--- src/rtl/icap_pkg.sv ---
// ICAPE3 command words, configuration register addresses and readback FSM states.
// Shared by the config-register reader and the IPROG reboot sequencer.
package icap_pkg;

  localparam logic [31:0] ICAP_DUMMY      = 32'hFFFF_FFFF;
  localparam logic [31:0] ICAP_SYNC       = 32'hAA99_5566;
  localparam logic [31:0] ICAP_NOOP       = 32'h2000_0000;
  localparam logic [31:0] ICAP_HDR_RD1    = 32'h2800_0001;
  localparam logic [31:0] ICAP_HDR_WR_CMD = 32'h3000_8001;
  localparam logic [31:0] ICAP_CMD_DESYNC = 32'h0000_000D;
  localparam logic [31:0] ICAP_CMD_IPROG  = 32'h0000_000F;

  localparam logic [4:0] CFG_REG_STAT    = 5'h07;
  localparam logic [4:0] CFG_REG_IDCODE  = 5'h0C;
  localparam logic [4:0] CFG_REG_WBSTAR  = 5'h10;
  localparam logic [4:0] CFG_REG_BOOTSTS = 5'h16;

  typedef enum logic [3:0] {
    ST_IDLE,
    ST_WAIT_AVAIL,
    ST_DUMMY,
    ST_SYNC,
    ST_NOOP0,
    ST_RDHDR,
    ST_NOOP1,
    ST_NOOP2,
    ST_GAP_R,
    ST_READ,
    ST_GAP_W,
    ST_DSYNC_HDR,
    ST_DSYNC_CMD,
    ST_NOOP3,
    ST_NOOP4,
    ST_RESP
  } icap_rd_state_t;

  // Type-1 read header for one word from register addr (address field is bits [17:13]).
  function automatic logic [31:0] icap_hdr_rd(input logic [4:0] addr);
    return ICAP_HDR_RD1 | {14'd0, addr, 13'd0};
  endfunction

endpackage

--- src/rtl/icap_bitswap32.sv ---
// Per-byte bit reversal between logical word order and ICAPE3 pin order.
// Pure wiring, zero latency; the mapping is its own inverse so it serves both I and O.
module icap_bitswap32 (
  input  logic [31:0] din,
  output logic [31:0] dout
);

  for (genvar k = 0; k < 4; k++) begin : g_byte
    for (genvar j = 0; j < 8; j++) begin : g_bit
      assign dout[8*k+j] = din[8*k+7-j];
    end
  end

endmodule

--- src/rtl/icap_cfg_reg_reader.sv ---
// Reads one configuration register through ICAPE3: sync, Type-1 read, capture, desync.
// One request in flight; req_ready drops until the response is accepted via rsp_ready.
module icap_cfg_reg_reader
  import icap_pkg::*;
#(
  parameter int RD_LAT        = 8,
  parameter int AVAIL_TIMEOUT = 1024,
  parameter int GAP_CYCLES    = 2
) (
  input  logic        axi_aclk,
  input  logic        axi_aresetn,
  input  logic        req_valid,
  output logic        req_ready,
  input  logic [4:0]  req_addr,
  output logic        rsp_valid,
  input  logic        rsp_ready,
  output logic [31:0] rsp_data,
  output logic        rsp_err,
  output logic        busy,
  input  logic        icap_avail,
  output logic        icap_csib,
  output logic        icap_rdwrb,
  output logic [31:0] icap_i,
  input  logic [31:0] icap_o
);

  localparam int CNT_MAX0 = (AVAIL_TIMEOUT > RD_LAT) ? AVAIL_TIMEOUT : RD_LAT;
  localparam int CNT_MAX  = (CNT_MAX0 > GAP_CYCLES) ? CNT_MAX0 : GAP_CYCLES;
  localparam int CNT_W    = $clog2(CNT_MAX + 1);

  localparam logic [CNT_W-1:0] TO_LAST  = CNT_W'(AVAIL_TIMEOUT - 1);
  localparam logic [CNT_W-1:0] RD_LAST  = CNT_W'(RD_LAT - 1);
  localparam logic [CNT_W-1:0] GAP_LAST = CNT_W'(GAP_CYCLES - 1);

  icap_rd_state_t   state;
  logic [CNT_W-1:0] cnt;
  logic [4:0]       addr;
  logic [31:0]      tx_word;
  logic [31:0]      rx_word;

  // tx_word is held in logical order; the swap is wiring only, so icap_i stays register-driven.
  icap_bitswap32 u_swap_i (
    .din  (tx_word),
    .dout (icap_i)
  );

  icap_bitswap32 u_swap_o (
    .din  (icap_o),
    .dout (rx_word)
  );

  always_ff @(posedge axi_aclk or negedge axi_aresetn) begin
    if (!axi_aresetn) begin
      state      <= ST_IDLE;
      cnt        <= '0;
      addr       <= '0;
      tx_word    <= ICAP_DUMMY;
      icap_csib  <= 1'b1;
      icap_rdwrb <= 1'b0;
      req_ready  <= 1'b1;
      rsp_valid  <= 1'b0;
      rsp_err    <= 1'b0;
      rsp_data   <= '0;
      busy       <= 1'b0;
    end else begin
      case (state)
        ST_IDLE: begin
          if (req_valid && req_ready) begin
            state     <= ST_WAIT_AVAIL;
            addr      <= req_addr;
            cnt       <= '0;
            req_ready <= 1'b0;
            busy      <= 1'b1;
            rsp_err   <= 1'b0;
            rsp_data  <= '0;
          end
        end
        ST_WAIT_AVAIL: begin
          if (icap_avail) begin
            state     <= ST_DUMMY;
            icap_csib <= 1'b0;
            tx_word   <= ICAP_DUMMY;
            cnt       <= '0;
          end else if (cnt == TO_LAST) begin
            // Nothing reached the ICAP yet, so no desync is owed.
            state     <= ST_RESP;
            rsp_valid <= 1'b1;
            rsp_err   <= 1'b1;
            rsp_data  <= '0;
            cnt       <= '0;
          end else begin
            cnt <= cnt + CNT_W'(1);
          end
        end
        ST_DUMMY: begin
          state   <= ST_SYNC;
          tx_word <= ICAP_SYNC;
        end
        ST_SYNC: begin
          state   <= ST_NOOP0;
          tx_word <= ICAP_NOOP;
        end
        ST_NOOP0: begin
          state   <= ST_RDHDR;
          tx_word <= icap_hdr_rd(addr);
        end
        ST_RDHDR: begin
          state   <= ST_NOOP1;
          tx_word <= ICAP_NOOP;
        end
        ST_NOOP1: begin
          state   <= ST_NOOP2;
          tx_word <= ICAP_NOOP;
        end
        ST_NOOP2: begin
          // Deselect and flip direction on the same edge: ICAP sees CSIB high with the new RDWRB.
          state      <= ST_GAP_R;
          icap_csib  <= 1'b1;
          icap_rdwrb <= 1'b1;
          tx_word    <= ICAP_DUMMY;
          cnt        <= '0;
        end
        ST_GAP_R: begin
          if (cnt == GAP_LAST) begin
            state     <= ST_READ;
            icap_csib <= 1'b0;
            cnt       <= '0;
          end else begin
            cnt <= cnt + CNT_W'(1);
          end
        end
        ST_READ: begin
          if (cnt == RD_LAST) begin
            state      <= ST_GAP_W;
            rsp_data   <= rx_word;
            icap_csib  <= 1'b1;
            icap_rdwrb <= 1'b0;
            cnt        <= '0;
          end else begin
            cnt <= cnt + CNT_W'(1);
          end
        end
        ST_GAP_W: begin
          if (cnt == GAP_LAST) begin
            state     <= ST_DSYNC_HDR;
            icap_csib <= 1'b0;
            tx_word   <= ICAP_HDR_WR_CMD;
            cnt       <= '0;
          end else begin
            cnt <= cnt + CNT_W'(1);
          end
        end
        ST_DSYNC_HDR: begin
          state   <= ST_DSYNC_CMD;
          tx_word <= ICAP_CMD_DESYNC;
        end
        ST_DSYNC_CMD: begin
          state   <= ST_NOOP3;
          tx_word <= ICAP_NOOP;
        end
        ST_NOOP3: begin
          state   <= ST_NOOP4;
          tx_word <= ICAP_NOOP;
        end
        ST_NOOP4: begin
          state     <= ST_RESP;
          icap_csib <= 1'b1;
          tx_word   <= ICAP_DUMMY;
          rsp_valid <= 1'b1;
        end
        ST_RESP: begin
          if (rsp_ready) begin
            state     <= ST_IDLE;
            rsp_valid <= 1'b0;
            busy      <= 1'b0;
            req_ready <= 1'b1;
          end
        end
        default: begin
          state      <= ST_IDLE;
          icap_csib  <= 1'b1;
          icap_rdwrb <= 1'b0;
          tx_word    <= ICAP_DUMMY;
          rsp_valid  <= 1'b0;
          busy       <= 1'b0;
          req_ready  <= 1'b1;
          cnt        <= '0;
        end
      endcase
    end
  end

endmodule

--- config.mk ---
export PLATFORM = sky130hd
export DESIGN_NAME = icap_cfg_reg_reader
export DESIGN_NICKNAME = d
export VERILOG_FILES = /design/src/rtl/icap_pkg.sv /design/src/rtl/icap_bitswap32.sv /design/src/rtl/icap_cfg_reg_reader.sv
export SDC_FILE = /design/constraint.sdc
export NUM_CORES = 1
export LEC_CHECK = 0
export CORE_MARGIN = 3
export CORE_UTILIZATION = 50
export DETAILED_ROUTE_END_ITERATION = 6
export GPL_TIMING_DRIVEN = 0
export PLACE_DENSITY = 0.95
export REMOVE_ABC_BUFFERS = 1
export SYNTH_ARGS = -nofsm -noshare
export SYNTH_HDL_FRONTEND = slang
export SYNTH_SLANG_ARGS = --single-unit
--- constraint.sdc ---
create_clock -name axi_aclk -period 4.4 [get_ports axi_aclk]
set_input_delay 0.88 -clock axi_aclk [delete_from_list [all_inputs] [get_ports axi_aclk]]
set_output_delay 0.88 -clock axi_aclk [all_outputs]
set_load 0.01 [all_outputs]
==> flow_metrics.tcl <==
set metrics [dict create \
    io_buffers 111 \
    clockBufferDepth 2 \
    synth_cell_type_count 64 \
    busiest_layer "met2" \
    antenna_found_initial 0 \
    area_growth_pct 34.42 \
    reg2reg_depth 7 \
    crit_type "reg -> reg" \
    use_met2_pct 41.21 \
    clkLatencyLatePin_ns 0.35 \
    netlist_top_cells_area "dfrtp_1 (38%), dfstp_2 (11%), o21ai_0 (5.7%)" \
    hold_violations 0 \
    cpMostUsedCell "buf_16" \
    synth_top_cells_by_count "dfrtp_1 (56), o21ai_0 (42), inv_1 (38), nand3_1 (37), a21oi_1 (24)" \
    synth_seq_area_share_pct 48.91 \
    gr-total-overflow 0 \
    p_per_area_nw_per_um2 783.2 \
    cts_resized 0 \
    synth_top_family_by_area "compound AO/OA/AOI/OAI gates" \
    drt_iter0_markers 298 \
    fin_area_sq_um 4935 \
    drc 0 \
    yosysTopAreaCell "dfrtp_1" \
    wirelength_mm 9.643 \
    cp-end-kind "flip-flop" \
    cts_buffers 9 \
    cp.required_ns 4.65 \
    nets 522 \
    synth.mux.area_fraction_pct 2.113 \
    final.min_clock_period_ns 3.159 \
    tightest_slew_ns 0.9777 \
    ys_async_sr_fraction_pct 100.0 \
    rsz0062_at_grt "false" \
    finalClockSkew_ns 0.01155 \
    track_usage_pct 23.81 \
    critical_path_depth 7 \
    final_antenna_net_count 0 \
    initial_core_util_pct 52.86 \
    grtUsageMet1_pct 26.45 \
    synth-warning-count 0 \
    critPathMaxFanout 27 \
    synth_edf_count 0 \
    crit_buf_inv 3 \
    multiInputGateArea_sq_um 1466 \
    slew_headroom_pct 34.82 \
    grt_pass1_wl_mm 15.97 \
    p_leak_nw 2.005 \
    start_kind "flip-flop" \
    tns_ns 0 \
    regArea_sq_um 1795 \
    post-cts-setup-buffers 0 \
    use_met3_pct 9.844 \
    synth_xor_area_share_pct 0.7157 \
    synth_fa_ha_area_share_pct 0.6817 \
    dpl.hpwl_mm 6.856 \
    peakVddDrop_v 0.0005222 \
    fillers 460 \
    clk_pin_slew_ns 0.08 \
    drtPass1Iterations 5 \
    fmax_ghz 0.3166 \
    setup_violations 0 \
    io_pins 112 \
    synth_seq_cells 71 \
    drive_above_1_share_pct 11.39 \
    slowest_stage "dfrtp_1" \
    place.gp.congestion 0.8533 \
    synth_most_common_cell "dfrtp_1" \
    crit_family "compound AO/OA/AOI/OAI gates" \
    p_total_mw 3.865 \
    dpl_cell_area_sq_um 4715 \
    cts_tree "done" \
    syn_inst 393 \
    hold_path_class "reg -> reg" \
    drv_cap 0 \
    holdBufCountCts 0 \
    cts_max_level 3 \
    cp_data_arrival_time_ns 3.41 \
    via_count 3293 \
    timing.critical_path.cells "clkinv_1 -> a221o_1 -> a211oi_4 -> buf_16 -> buf_16 -> nand3_1 -> o21ai_0" \
    status "complete, no violations" \
    coreArea_sq_um 6944 \
    syn_area_per_cell_sq_um 9.341 \
    hold_depth 2 \
    cts_num_sinks 71 \
    rows 30 \
    grt_max_degree 72 \
    synth_compound_area_share_pct 18.71 \
    viasPerCell 5.687 \
    wl_per_cell_microns 16.65 \
    die_h_microns 91.69 \
    synth_top_area_share_pct 38.17 \
    ys.flop_type "dfrtp_1" \
    dieArea_sq_um 8406 \
    synthSimpleGateAreaFrac_pct 17.55 \
    num_antenna_cells 0 \
    min_period_over_period_pct 71.80 \
    slew_viol_final 0 \
    netlist_area_sq_um 3671 \
    die_w_microns 91.69 \
    critPathMaxStageDelay_ns 0.85 \
    grt_pass1_vias 3415 \
    cts-root-buf "clkbuf_8" \
]
## sequential cells by signal (all words and copies together) (netlist names)
| name | flops |
|---|---|
| busy | 1 |
| rsp_data | 32 |
| rsp_valid | 1 |
| req_ready | 1 |
| cnt | 11 |
| addr | 5 |
| tx_word | 13 |
| icap_csib | 1 |
| icap_rdwrb | 1 |
| rsp_err | 1 |
| state | 4 |
## path summary, 6_finish.rpt
path,from,to,slack [ns]
worst max-delay path,state[0],rsp_data[1],1.24
worst min-delay path,tx_word[27],tx_word[27],0.51
worst max register to register,state[0],rsp_data[1],1.24
worst min register to register,tx_word[27],tx_word[27],0.51
max in group asynchronous,axi_aresetn,cnt[2],3.19
min in group asynchronous,axi_aresetn,rsp_data[11],0.63
## tightest hold or removal path, cell delays in order (launching register included)
cell     delay, ns
dfstp_2       0.37
nor2_1        0.09
a21oi_1       0.05
## per-stage QoR
stage,hold slack (ns),cells,utilization (%),worst slack [ns]
final,0.5058,579,71.06,1.241
after global routing,0.5326,579,71.06,1.082
after CTS,0.5025,579,71.06,1.291
after detailed placement,0.4870,563,67.89,1.209
after global placement,0.4800,558,66.72,-0.9193
after floorplan,0.4792,351,-,0.6030
## cell usage in the layout (no fill, tap or decap), types with 3 or more instances in the layout
| cell type | netlist | final |
|---|---|---|
| a21o_1 | 4 | 4 |
| a21oi_1 | 24 | 24 |
| a31oi_1 | 4 | 4 |
| and3_1 | 3 | 3 |
| buf_4 | 22 | 4 |
| clkbuf_8 | 1 | 9 |
| clkdlybuf4s50_1 | 0 | 110 |
| dfrtp_1 | 56 | 56 |
| dfstp_2 | 15 | 15 |
| inv_1 | 38 | 38 |
| mux2_2 | 6 | 6 |
| nand2_1 | 22 | 22 |
| nand3_1 | 37 | 37 |
| nand4_1 | 4 | 4 |
| nor2_1 | 21 | 21 |
| nor2b_1 | 3 | 3 |
| nor3_1 | 4 | 4 |
| nor4_1 | 9 | 8 |
| o21ai_0 | 42 | 42 |
| o21ai_1 | 4 | 4 |
| o22ai_1 | 5 | 5 |
## layout make-up
| cell class | count | share of cell area [%] |
|---|---|---|
| clock buffers | 10 | 2.586 |
| clock inverters | 6 | 1.876 |
| inverters | 39 | 2.967 |
| multi-input cells | 241 | 29.72 |
| flip-flops and latches | 71 | 36.38 |
| well taps | 96 | 2.434 |
| repair buffers | 116 | 24.04 |
## power by group
| part | internal, mW | switching [mW] | total, mW |
|---|---|---|---|
| logic | 0.999 | 0.994 | 1.99 |
| clock network | 0.322 | 0.253 | 0.575 |
| registers | 0.971 | 0.327 | 1.30 |
| total | 2.29 | 1.57 | 3.86 |
## cell families after synthesis
group                      Yosys count
adders and majority gates            2
muxes                                7
buffers and inverters               81
xor gates and xnor gates             3
and+or+nand+nor                    122
AOI/OAI and AO/OA                  107
DFF                                 71
## metal layers
layer  part of all wire, %  vias up
met4                   1.7        0
met5                     0        -
met1                    37     1576
met3                    11       17
met2                    50      170
li1                      -     1530
Note: power is estimated with default switching activity, not from simulation.
==> variant 1, RTL diff (same flow settings) <==
Set the parameter `GAP_CYCLES` to 1 (it was 2).
--- a/src/rtl/icap_cfg_reg_reader.sv
+++ b/src/rtl/icap_cfg_reg_reader.sv
@@ -5,7 +5,7 @@
 #(
   parameter int RD_LAT        = 8,
   parameter int AVAIL_TIMEOUT = 1024,
-  parameter int GAP_CYCLES    = 2
+  parameter int GAP_CYCLES    = 1
 ) (
   input  logic        axi_aclk,
   input  logic        axi_aresetn,
Formal check against the unedited RTL: not equivalent (a bounded check fails within 10 cycles, from zero or initial values and one cycle with axi_aresetn low).
==> variant 1 against the unedited design <==
- sequential cell count unchanged
- non-clock buffer count down 3
- power down 6.9%
- count of clock-buffer cells in the layout unchanged
- sequential share of layout area down 0.13 points
- largest power group unchanged
- sequential power down 5%
- cell area up 0.36%
- routed wire length down 9.3%
- setup slack better by 0.16 ns
- synthesized area up 3.9%
- critical endpoint is now rsp_data[23]
- clock skew down 0.00076 ns
==> variant 1: results (changes against the unedited design) <==
** Synth
- In the post-synthesis netlist, the biggest area contributors are sky130_fd_sc_hd__dfrtp_1 37%, sky130_fd_sc_hd__dfstp_2 10%, sky130_fd_sc_hd__a31o_1 7.3%.
- Sequential area share after synthesis :: 0.4708 (-0.01829)

** Worst setup path
- Cell type group with the largest total delay on the critical path :: flip-flops
- Critical path peak fanout :: 33 (+22%)
- The worst-case register-to-register setup slack is 1.40 ns (+0.16 ns).
- The most critical setup path has its endpoint at rsp_data[23].

** Run status
- The run finished with clean final reports.

** Global routing
- The via count of the first global-routing pass was 2,872 (-16%).
- The global-route wire length before repair came to 14,000 um (-12%).
- Grt met2 use :: 0.3258 (-0.08626)

** Placement
- The worst setup slack before clock tree synthesis is 1.046 ns (-0.1624 ns).
- The placer congestion estimate was 0.8361 (-2.0%).

** Routing
- The DRC violation total after the first TritonRoute iteration is 205 (-31%).
- The wire length on met3 came to 825 um (-26%).
- DR vias :: 3,133 (-4.9%)
- The wire length reported by the detailed router was 8745 um (-9.3%).
- The met2 wirelength from detailed routing was 4159 um (-14%).
- Via-to-Cell Ratio :: 5.645 (-0.74%)

** Power and ir drop
- Peak supply drop :: 0.3985 mV (-24%)
- Total leakage power :: 2.077 nW (+3.6%)
- Internal power of the cells :: 2.197 mW (-4.1%)
- The clock network fraction of design power was 0.146 (-0.003).

** Timing
- The setup skew after layout was 0.01079 ns (-0.0007601 ns).
- Maximum frequency from static timing analysis :: 333.5 MHz (+5.3%)
- Pin slew with the least headroom to its limit :: 1.027 ns (+0.04925 ns)
- Final worst hold slack :: 0.4810 ns (-0.02486 ns)

** Layout
- Count of fill cells added during filler insertion :: 517 (+12%)
## variant 1: final cells by class
| type | instances | area [um^2] | share of cell area |
|---|---|---|---|
| Timing Repair Buffer | 113 | 1164 | 0.2350 |
| Sequential cell | 71 | 1795 | 0.3626 |
| Clock inverter | 6 | 67.56 | 0.01364 |
| Tap cell | 99 | 123.9 | 0.02501 |
| Inverter | 11 | 41.29 | 0.008338 |
| Multi-Input combinational cell | 245 | 1623 | 0.3277 |
| Clock buffer | 10 | 137.6 | 0.02779 |
## variant 1: stage by stage
step                total power [mW]  area (um^2)    util
finish                         3.599         4952  0.6755
CTS                            3.620         4947  0.6749
floorplan                      2.180         3455       -
global placement               2.944         4690  0.6397
global route                   3.866         4952  0.6755
detailed placement             3.077         4742  0.6469
## variant 1: kinds of logic after synthesis
family / after synthesis / synth area share
compound gates: 102 / 0.1969
xor+xnor: 4 / 0.009188
fa+ha+maj: 2 / 0.006561
buf+inv: 57 / 0.1050
flops: 71 / 0.4708
mux: 6 / 0.01772
simple gates: 131 / 0.1939
==> variant 2, RTL diff (same flow settings) <==
Made on the original files. Register the output `rsp_err` once more; this adds one clock of latency there. The other outputs are not delayed to match.
--- a/src/rtl/icap_cfg_reg_reader.sv
+++ b/src/rtl/icap_cfg_reg_reader.sv
@@ -32,6 +32,8 @@
   localparam logic [CNT_W-1:0] RD_LAST  = CNT_W'(RD_LAT - 1);
   localparam logic [CNT_W-1:0] GAP_LAST = CNT_W'(GAP_CYCLES - 1);
 
+  logic rsp_err_s0;
+
   icap_rd_state_t   state;
   logic [CNT_W-1:0] cnt;
   logic [4:0]       addr;
@@ -59,7 +61,7 @@
       icap_rdwrb <= 1'b0;
       req_ready  <= 1'b1;
       rsp_valid  <= 1'b0;
-      rsp_err    <= 1'b0;
+      rsp_err_s0 <= 1'b0;
       rsp_data   <= '0;
       busy       <= 1'b0;
     end else begin
@@ -71,7 +73,7 @@
             cnt       <= '0;
             req_ready <= 1'b0;
             busy      <= 1'b1;
-            rsp_err   <= 1'b0;
+            rsp_err_s0 <= 1'b0;
             rsp_data  <= '0;
           end
         end
@@ -85,7 +87,7 @@
             // Nothing reached the ICAP yet, so no desync is owed.
             state     <= ST_RESP;
             rsp_valid <= 1'b1;
-            rsp_err   <= 1'b1;
+            rsp_err_s0 <= 1'b1;
             rsp_data  <= '0;
             cnt       <= '0;
           end else begin
@@ -190,5 +192,9 @@
     end
   end
 
+  always_ff @(posedge axi_aclk) begin
+    rsp_err <= rsp_err_s0;
+  end
+
 endmodule
 
Formal check against the unedited RTL: same outputs for any inputs over 10 cycles, from zero or initial values and one cycle with axi_aresetn low; that may be too few to reach the edited logic, so the function may still have changed.
==> variant 2 against the unedited design <==
- cell area is 0.51% lower
- setup slack worse by 0.049 ns
- synthesized area is 0.55% higher
- sequential cell count is 1 higher
- routed wire length is 1.9% higher
- power is 1.5% lower
- via count is 1.1% higher
- critical endpoint is now rsp_data[12]
- largest cell class unchanged
==> variant 2: results (changes against the unedited design) <==
** Routing
- DR vias :: 3,328 (+1.1%)
- The number of iterations in the first detailed-routing pass is 5 (unchanged).
- The DRC violation total after the first TritonRoute iteration was 221 (-26%).
- The wire length reported by the detailed router came to 9826 um (+1.9%).
- Routed WL per cell :: 16.97 um (+1.9%)

** Worst setup path
- Cell with the largest stage delay on the worst path :: sky130_fd_sc_hd__dfrtp_1
- Critical path peak fanout :: 26 (-3.7%)
- The arrival time at the worst endpoint was 3.47 ns (+0.06 ns).
- The kind of cell with the highest combined delay along the critical path is compound AO/OA/AOI/OAI gates.

** Synth
- Cells after Synth :: 394 (+0.25%)
- By area the synthesized netlist is led by sky130_fd_sc_hd__dfrtp_1 38%, sky130_fd_sc_hd__dfstp_2 11%, sky130_fd_sc_hd__o21ai_0 5.7%.
- In the synthesized netlist, the cells that appear most often are 56 x sky130_fd_sc_hd__dfrtp_1, 42 x sky130_fd_sc_hd__o21ai_0, 38 x sky130_fd_sc_hd__inv_1, 37 x sky130_fd_sc_hd__nand3_1, 24 x sky130_fd_sc_hd__a21oi_1.
- Number of distinct library cells after synthesis :: 65 (+1.6%)
- Sequential area share after synthesis :: 0.4919 (+0.002771)
- Async S/R FF share, synth :: 0.9861 (-0.01389)

** Power and ir drop
- Total leakage power :: 2.003 nW (-0.12%)
- The worst supply voltage drop on vdd was 0.4420 mV (-15%).
- Switching fraction of total power :: 0.4110 (+0.003907)

** Clocking
- CTS H-tree depth :: 3 (unchanged)
- The clock tree buffer depth was 2 (unchanged).
- The insertion delay to the later sink of the worst-skew pair came to 0.35 ns (about the same).

** Placement
- Weighted congestion reported at the end of routability-driven placement :: 0.8453 (-0.94%)
- Placed wire-length estimate :: 6801 um (-0.79%)
- The post-placement cell area was 4702 um^2 (-0.27%).
- Minimum setup slack after placement :: 1.127 ns (-0.08214 ns)
- The cell count after placement was 563 (unchanged).

** Layout
- Ratio of cells with drive above 1 in the final layout :: 0.1118 (-0.002070)
- The antenna cell count came to 0 (unchanged).
- The number of filler cells placed in the layout came to 494 (+7.4%).

** Timing
- The relative slew slack came to 0.3104 (-0.03782).
- Worst clock skew :: 0.01900 ns (+0.007449 ns)

** Global routing
- GRT Util Overall :: 0.2380 (about the same)
- Number of antenna violations at the first check in global routing :: 0 (unchanged)
- Via count of the first global-routing pass :: 3,387 (-0.82%)
- The global-route wire length before repair came to 15,910 um (-0.34%).

** Run status
- The flow ran to the end, and the final reports show no timing, DRC or antenna violations.
-- variant 2: cell count changes after synthesis, sizes merged --
cell   change
dfxtp      +1
-- variant 2: routing by layer --
metal	vias up	track usage	wire [um]
met5	-	0	0
met2	166	0.4106	4895
met3	29	0.08450	888
li1	1533	-	-
met4	0	0.09777	248
met1	1600	0.2667	3793
-- variant 2: worst paths after layout --
kind,start,endpoint,slack [ns],depth (start not counted)
min reg2reg,rsp_err_s0,rsp_err,0.41,0
max in group asynchronous,axi_aresetn,cnt[1],3.17,1
min,rsp_err_s0,rsp_err,0.41,0
max reg2reg,state[0],rsp_data[12],1.19,7
min in group asynchronous,axi_aresetn,rsp_data[6],0.63,1
max,state[0],rsp_data[12],1.19,7
-- variant 2: cells by family (layout without fill, tap and decap cells) --
kind of cell             count (synthesis)  count (layout)  synth area share
AND/OR/NAND/NOR                        122             122            0.1746
buffers and inverters                   81             170            0.1125
flip-flops                              72              72            0.4919
adder cells (fa/ha/maj)                  2               2          0.006779
XOR/XNOR                                 3               3          0.007120
multiplexers                             7               7           0.02102
AO/OA/AOI/OAI                          107             107            0.1861
-- variant 2: layout make-up --
type | instances | area, um^2 | share of cell area
timing repair buffer | 115 | 1154 | 0.2350
inverter | 39 | 146.4 | 0.02982
sequential | 72 | 1815 | 0.3698
tap | 96 | 120.1 | 0.02446
clock buffer | 12 | 155.1 | 0.03160
clock inverter | 4 | 52.55 | 0.01070
multi-input combinational | 241 | 1466 | 0.2987
-- variant 2: power by group through the flow --
stage          clock (mW)  sequential [mW]  combinational (mW)
6_report            0.549             1.31                1.95
5_1_grt             0.580             1.35                2.13
4_1_cts             0.558             1.30                1.96
3_5_place_dp            0             1.30                1.95
3_3_place_gp            0             1.28                1.81
2_1_floorplan           0             1.39               0.874
